--- src/rtl/imem_boot_loader_if.sv ---
// Byte-stream input and instruction-memory write port of the boot loader.
// The loader uses the slave modport. The byte source and the memory side use the master modport.
interface imem_boot_loader_if #(
    parameter int ADDR_W = 8
) ();
    logic              in_valid;
    logic [7:0]        in_data;
    logic              in_ready;
    logic              imem_we;
    logic [ADDR_W-1:0] imem_addr;
    logic [31:0]       imem_wdata;

    modport master (
        output in_valid, in_data,
        input  in_ready, imem_we, imem_addr, imem_wdata
    );

    modport slave (
        input  in_valid, in_data,
        output in_ready, imem_we, imem_addr, imem_wdata
    );
endinterface

--- src/rtl/imem_boot_loader.sv ---
// Boot loader for the instruction memory.
// It receives a framed little-endian byte stream: LEN_LO, LEN_HI, N words of 4 bytes, then CSUM.
// It writes each word to consecutive addresses starting at 0.
// The CPU is held in reset until a frame ends with a matching XOR checksum.
//
//  state | meaning
//  LEN0  | waiting for the low byte of the word count
//  LEN1  | waiting for the high byte; range check of the word count
//  DATA  | assembling 4-byte words and issuing one write per word
//  CSUM  | comparing the checksum byte with the running XOR
//  RUN   | load good, CPU released (terminal)
//  ERR   | overflow or checksum mismatch (terminal)
module imem_boot_loader #(
    parameter int ADDR_W = 8
) (
    input  logic              clk,
    input  logic              rst,
    imem_boot_loader_if.slave bus,
    output logic              cpu_rst,
    output logic              done,
    output logic              error,
    output logic [ADDR_W:0]   loaded_words
);

    typedef enum logic [2:0] {
        S_LEN0, S_LEN1, S_DATA, S_CSUM, S_RUN, S_ERR
    } state_t;

    localparam logic [16:0]     CAP = 17'd1 << ADDR_W;
    localparam logic [ADDR_W:0] ONE = (ADDR_W + 1)'(1);

    state_t            state_q;
    logic [7:0]        len_lo_q;
    logic [ADDR_W:0]   words_left_q;
    logic [1:0]        byte_cnt_q;
    logic [23:0]       asm_q;
    logic [7:0]        xor_q;
    logic              we_q;
    logic [ADDR_W-1:0] addr_q;
    logic [31:0]       wdata_q;
    logic [ADDR_W:0]   loaded_q;
    logic              cpu_rst_q;
    logic              done_q;
    logic              error_q;

    logic              xfer;
    logic [15:0]       len_w;

    assign bus.in_ready   = (state_q != S_RUN) && (state_q != S_ERR);
    assign xfer           = bus.in_valid && bus.in_ready;
    assign len_w          = {bus.in_data, len_lo_q};

    assign bus.imem_we    = we_q;
    assign bus.imem_addr  = addr_q;
    assign bus.imem_wdata = wdata_q;
    assign cpu_rst        = cpu_rst_q;
    assign done           = done_q;
    assign error          = error_q;
    assign loaded_words   = loaded_q;

    // Frame FSM. It also assembles words and drives the registered write strobe and status outputs.
    always_ff @(posedge clk) begin
        if (rst) begin
            state_q      <= S_LEN0;
            len_lo_q     <= 8'd0;
            words_left_q <= '0;
            byte_cnt_q   <= 2'd0;
            asm_q        <= 24'd0;
            xor_q        <= 8'd0;
            we_q         <= 1'b0;
            addr_q       <= '0;
            wdata_q      <= 32'd0;
            loaded_q     <= '0;
            cpu_rst_q    <= 1'b1;
            done_q       <= 1'b0;
            error_q      <= 1'b0;
        end else begin
            we_q <= 1'b0;
            if (xfer) begin
                unique case (state_q)
                    S_LEN0: begin
                        xor_q    <= xor_q ^ bus.in_data;
                        len_lo_q <= bus.in_data;
                        state_q  <= S_LEN1;
                    end
                    S_LEN1: begin
                        xor_q <= xor_q ^ bus.in_data;
                        if ({1'b0, len_w} > CAP) begin
                            state_q <= S_ERR;
                            error_q <= 1'b1;
                        end else if (len_w == 16'd0) begin
                            state_q <= S_CSUM;
                        end else begin
                            words_left_q <= len_w[ADDR_W:0];
                            state_q      <= S_DATA;
                        end
                    end
                    S_DATA: begin
                        xor_q      <= xor_q ^ bus.in_data;
                        byte_cnt_q <= byte_cnt_q + 2'd1;
                        if (byte_cnt_q == 2'd3) begin
                            // The finished word goes to its own register, so the assembler can take the next byte at once.
                            wdata_q      <= {bus.in_data, asm_q};
                            addr_q       <= loaded_q[ADDR_W-1:0];
                            we_q         <= 1'b1;
                            loaded_q     <= loaded_q + ONE;
                            words_left_q <= words_left_q - ONE;
                            if (words_left_q == ONE) begin
                                state_q <= S_CSUM;
                            end
                        end else begin
                            asm_q <= {bus.in_data, asm_q[23:8]};
                        end
                    end
                    S_CSUM: begin
                        if (bus.in_data == xor_q) begin
                            state_q   <= S_RUN;
                            done_q    <= 1'b1;
                            cpu_rst_q <= 1'b0;
                        end else begin
                            state_q <= S_ERR;
                            error_q <= 1'b1;
                        end
                    end
                    default: ;
                endcase
            end
        end
    end

endmodule

--- src/flat_wrapper.sv ---
// flat-port wrapper written by rule: the top's interface ports become plain ports
module imem_boot_loader_flat 
#(
    parameter int ADDR_W = 8
)
  (clk, rst, cpu_rst, done, error, loaded_words, bus_in_valid, bus_in_data, bus_in_ready, bus_imem_we, bus_imem_addr, bus_imem_wdata);
  imem_boot_loader_if #(.ADDR_W(ADDR_W)) bus_i ();
  input  logic clk;
  input  logic rst;
  output logic cpu_rst;
  output logic done;
  output logic error;
  output logic [ADDR_W:0] loaded_words;
  input wire logic [$bits(bus_i.in_valid)-1:0] bus_in_valid;
  input wire logic [$bits(bus_i.in_data)-1:0] bus_in_data;
  output wire logic [$bits(bus_i.in_ready)-1:0] bus_in_ready;
  output wire logic [$bits(bus_i.imem_we)-1:0] bus_imem_we;
  output wire logic [$bits(bus_i.imem_addr)-1:0] bus_imem_addr;
  output wire logic [$bits(bus_i.imem_wdata)-1:0] bus_imem_wdata;
  assign bus_i.in_valid = bus_in_valid;
  assign bus_i.in_data = bus_in_data;
  assign bus_in_ready = bus_i.in_ready;
  assign bus_imem_we = bus_i.imem_we;
  assign bus_imem_addr = bus_i.imem_addr;
  assign bus_imem_wdata = bus_i.imem_wdata;
  imem_boot_loader #(.ADDR_W(ADDR_W)) u_core (.clk(clk), .rst(rst), .bus(bus_i), .cpu_rst(cpu_rst), .done(done), .error(error), .loaded_words(loaded_words));
endmodule
--- config.mk ---
export PLATFORM = sky130hd
export DESIGN_NAME = imem_boot_loader_flat
export DESIGN_NICKNAME = d
export VERILOG_FILES = /design/src/rtl/imem_boot_loader_if.sv /design/src/rtl/imem_boot_loader.sv /design/src/flat_wrapper.sv
export SDC_FILE = /design/constraint.sdc
export NUM_CORES = 1
export LEC_CHECK = 0
export ABC_CLOCK_PERIOD_IN_PS = 3800
export CORE_UTILIZATION = 58
export DETAILED_ROUTE_END_ITERATION = 10
export PLACE_DENSITY_LB_ADDON = 0.12
export SLEW_MARGIN = 5
export SYNTH_ARGS = -nofsm -noshare
export SYNTH_HDL_FRONTEND = slang
export SYNTH_SLANG_ARGS = --single-unit
--- constraint.sdc ---
create_clock -name clk -period 3.8 [get_ports clk]
set_input_delay 0.57 -clock clk [delete_from_list [all_inputs] [get_ports clk]]
set_output_delay 0.57 -clock clk [all_outputs]
set_load 0.005 [all_outputs]
Yosys cells after proc, flatten, opt, wreduce, memory -nomap -nowiden
Index checks and enable logic that the tools add are counted.
Storage, ports and cells
  input bits: 11
  register bits: 107
  output and inout bits: 54
Cells by class
  bitwise operators: 4
  reduce and logical (&&, ||, !) cells: 18
  eq/ne operators: 14
  add/subtract/negate cells: 3
  order comparisons: 1
  mux-type cells: 14
Operators by type and width (number)
  9-bit two-way mux: 3
  9-bit one-hot mux with 2 select lines: 1
  16-bit by 9-bit greater-than comparator with 1-bit output (second input constant): 1
  16-bit logical NOT: 1
  3-bit one-hot mux with 4 select lines: 1
  9-bit by 1-bit adder with 9-bit output (second input constant): 1
  9-bit by 1-bit == test with 1-bit output (second input constant): 1
  3-bit two-way mux: 3
  3-bit AND reduction: 3
  9-bit by 1-bit subtractor with 9-bit output (second input constant): 1
  8-bit == test: 1
  4-bit AND reduction: 2
  8-bit bitwise XOR: 1
  3-bit by 2-bit == test with 1-bit output (second input constant): 2
  2-bit by 1-bit != test with 1-bit output (second input constant): 3
  2-bit != test (second input constant): 3
  3-bit != test (second input constant): 2
  2-bit AND reduction: 3
  3-bit OR reduction: 2
  1-bit two-way mux: 5
  5-bit AND reduction: 1
  2-bit nonzero test: 2
  4-bit nonzero test: 1
  3-bit by 1-bit == test with 1-bit output (second input constant): 1
  other kinds (6): 9

Longest topological paths before layout
  depth after elaboration: 5
  depth in mapped cells: 8

Worst setup path after synthesis
Ideal clock, no wire load.
  path kind: input to register
  from: input bus_in_data[1]
  to: register u_core.words_left_q[2]
  required time: 3.672 ns
  setup slack: 1.495 ns
  stages on the path: 7
  setup time: 0.128 ns
  buffers on the path: 2
  data arrival time: 2.178 ns
  path through: buf_2 > or4_1 > a211o_1 > a311oi_4 > buf_6 > mux2i_1 > nor2_1
On the way
  word-level cells in the longest chain between the ends: 3
  elaborated cells on any way between the ends: 5
  those cells by class: 1 x order compare; 2 x eq/ne; 2 x reduce/logical
Ends and longest elaborated chain
  start, declared: line flat_wrapper.sv:15  | input wire logic [$bits(bus_i.in_data)-1:0] bus_in_data;
  16-bit by 9-bit greater-than comparator with 1-bit output or 16-bit logical NOT (tied branches): line imem_boot_loader.sv:88, imem_boot_loader.sv:91
  2-bit != test (no line)
  5-bit AND reduction (no line) (*)
  end signal, assigned: line imem_boot_loader.sv:94  | words_left_q <= len_w[ADDR_W:0];
  end signal, assigned: line imem_boot_loader.sv:107  | words_left_q <= words_left_q - ONE;
  end, declared: line imem_boot_loader.sv:34  | logic [ADDR_W:0] words_left_q;
Mark *: on every way between the ends. The rest lies on a longest branch, timed or not.
A chain may end at the register's enable or synchronous reset.

Worst setup path in the final report
  from: input bus_in_data[0]
  to: register u_core.words_left_q[1]
The elaborated chain is that of the path after synthesis.

==> metrics.md <==
| Metric | Value |
|---|---|
| Max-Cap Viols | `0` |
| Mean Syn Cell Area | `8.11 um^2` |
| CTS tree | `done` |
| Detail Placement HPWL | `approximately 6100 um` |
| Die W | `89.0 um` |
| Least-Margin Pin Slew | `about 1100 ps` |
| P&R area growth vs syn | `18.0%` |
| First-pass DRT Iterations | `4` |
| Hold WS | `around 460 ps` |
| Leakage dissipation | `around 1.8 nW` |
| Crit path time final | `2890 ps` |
| Die area | `~8000 um^2` |
| Startpoint Class | `input port` |
| Relative slew margins | `28.3%` |
| GRT Total Usage | `roughly 25%` |
| Post-CTS resize count | `0` |
| CP arrival | `~3100 ps` |
| Status | `complete, no violations` |
| Post-DRT Antenna Nets | `0` |
| FF-to-FF path depth | `5` |
| Ports | `between 60 and 70` |
| WL per Instance | `13.2 um` |
| Vias after detailed routing | `roughly 3700` |
| EDFF count, synth | `0` |
| Residual DRC count | `0` |
| Pwr/cell area | `approximately 380 nW/um^2` |
| Final #Nets | `roughly 600` |
| Worst EP required | `around 4000 ps` |
| Placed Cells | `~670` |
| Setup crit end kind | `flop` |
| Leading cell type in the layout, fill and taps excluded | `nand2_1` |
| Yosys top cell area share | `between 40% and 50%` |
| Finish-stage setup viols | `0` |
| Netlist Area Pre-Place | `about 4400 um^2` |
| Final period util | `approximately 76%` |
| Most frequent cells in the layout | `nand2_1, dfxtp_1, a21oi_1, clkdlybuf4s50_1, nor2_1` |
| Worst Hold Class | `flop to flop` |
| Net Sw Frac | `about a quarter` |
| Total Wirelength | `around 9100 um` |
| Register area share after synthesis | `roughly half` |
| Crit path buffers/inverters | `1` |
| Synth cell types | `between 40 and 50` |
| GRT Residual Overflow | `0` |
| Pins Over Slew Limit | `0` |
| Internal power component | `between 1 and 1.5 mW` |
| TNS Setup | `0 ps` |
| Skew final | `~17 ps` |
| Port Buffers | `between 60 and 70` |
| Combinational Power Share | `under 10%` |
| CTS root buffer | `clkbuf_8` |
| Final Wtd Congestion | `0.926` |
| Post-synth top area cell | `dfxtp_1` |
| Syn Inst Count | `~540` |
| Hold depth | `2` |
| Critical path type | `input port to flop` |
| Antenna diodes | `0` |
| Initial antenna violation count | `0` |
| R2R Path End | `u_core.words_left_q[1]` |
| Post-Layout Cell Count | `690` |
| WP depth | `6` |
| Clk sinks | `between 100 and 150` |
| Pwr Total | `around 1.9 mW` |
| Via density | `approximately 5.3` |
| Synth area leaders | `dfxtp_1, nand2_1, a21oi_1` |
| Total setup buffers inserted after CTS | `0` |
| Clk Latency, worst-skew pair | `370 ps` |
| Ratio of cells with drive above 1 in the final layout | `5.58%` |
| Core area | `approximately 7300 um^2` |
| Cts hold-fix bufs | `0` |
| Synthesized flop and latch total | `107` |
| Switch Pwr | `0.500 mW` |
| Clock share of power | `about 33%` |
| Initial core utilization | `60.2%` |
| Cts bufs inserted | `9` |
| Die height | `around 89 um` |
| Global-route wire length before repair | `15400 um` |
| Clock slew at reported path FFs | `90 ps` |
| Vias in the first global route | `between 3000 and 4000` |
| Final hold vios | `0` |
| Peak supply drop | `about 0.00025 V` |
| Crit path largest cell delay | `620 ps` |
| R2R Setup Slk | `1360 ps` |
| # fillers | `around 650` |
| Initial drt markers | `roughly 180` |
| Hold Crit Start | `u_core.done` |
| Predominant post-synthesis flop cell | `dfxtp_1` |
| # rows | `31` |
| Flop pwr share | `around three fifths` |
| Syn Nets | `around 560` |
| Worst path slowest cell | `a311oi_4` |
| Max clock buf depth | `2` |
| F_max | `0.346 GHz` |
| Synth warn | `0` |
| Largest net degree at the start of global routing | `approximately 110` |
| Crit-path max FO | `13` |
| CP delay by family, top | `compound AO/OA/AOI/OAI gates` |
| Cell Chain, Critical Path | `clkdlybuf4s50_1, or4_1, a211o_1, a311oi_4, mux2i_1, nor2_1` |
| Hold endpoint | `u_core.done` |
| Worst r2r src | `u_core.len_lo_q[3]` |
| Post-synth ARST share | `0%` |
| Unrepaired setup endpoints after global routing | `false` |
| H-tree Lvls | `3` |
-- worst min-delay path: stages (launching register included) --
cell     delay [ps]
dfxtp_1         320
inv_1            50
a21oi_1          50
-- layer usage --
metal	global-route usage, %	wire [um]	vias to the layer above
met1	33.7	4400	1702
met4	8.80	135	0
met5	0	0	-
met3	3.97	348	13
li1	-	-	1880
met2	41.0	4230	84
-- layout make-up --
class	instances	area, um^2	share of cell area, %
Multi-Input combinational cell	394	2030	39.2
Inverter	4	15.0	0.290
Tap cell	99	124	2.39
Timing Repair Buffer	70	683	13.2
Clock inverter	7	61.3	1.18
Sequential cell	107	2140	41.3
Clock buffer	9	124	2.39
-- per-stage QoR --
stage	setup WS (ps)	cell area [um^2]	util [%]
floorplan	1490	4390	-
global placement	652	5000	68.5
detailed placement	576	5000	68.5
CTS	940	5180	71.1
global route	794	5180	71.1
finish	911	5180	71.1
-- registers in the layout, summed over array words and instances, names as in the netlist --
register and flops:
u_core.words_left_q 9, u_core.error 1, u_core.byte_cnt_q 2, u_core.bus.imem_we 1, u_core.bus.imem_wdata 32, u_core.asm_q 24, u_core.state_q 3, u_core.done 1
u_core.cpu_rst 1, u_core.xor_q 8, u_core.loaded_words 9, u_core.len_lo_q 8, u_core.bus.imem_addr 8
-- cell usage after synthesis (2+ instances only) --
library cell and count:
nand3_1 4, buf_1 4, or3_1 6, a31oi_1 4, o22ai_1 2, xnor2_1 8, ha_1 4, nor3b_1 3
a211o_1 2, nor4_1 4, nor3_1 5, dfxtp_1 107, clkbuf_8 2, o21ai_0 4, nand4_1 2, and2_1 3
mux2_2 2, xor2_1 18, clkbuf_1 24, or4_4 2, nand2_1 171, a211oi_1 2, a21o_1 2, or4_1 3
mux2i_1 5, nand2b_1 5, nor2_1 32, buf_2 3, buf_6 3, o31ai_1 2, a21oi_1 83, inv_1 4
nor2b_1 2
-- power by group through the flow --
stage | combinational, mW | sequential, mW | clock, mW
floorplan | 0.110 | 1.18 | 0
global placement | 0.133 | 1.18 | 0
detailed placement | 0.136 | 1.19 | 0
CTS | 0.137 | 1.16 | 0.663
global route | 0.154 | 1.16 | 0.709
finish | 0.137 | 1.16 | 0.649
-- cell families after synthesis --
family	after synthesis	share of synthesized area, %
compound gates	107	13.9
xor+xnor	26	5.18
buf+inv	41	4.93
fa+ha+maj	4	1.14
simple gates	250	24.5
flops	107	48.8
mux	7	1.65
-- how the worst max path moves through the flow --
stage                    from                endpoint
2_1_floorplan  bus_in_data[1]  u_core.words_left_q[2]
3_3_place_gp   bus_in_data[0]  u_core.words_left_q[0]
3_5_place_dp   bus_in_data[0]  u_core.words_left_q[0]
4_1_cts        bus_in_data[0]  u_core.words_left_q[1]
5_1_grt        bus_in_data[0]  u_core.words_left_q[1]
6_report       bus_in_data[0]  u_core.words_left_q[1]
No activity file was read; power rests on OpenSTA's default activity.
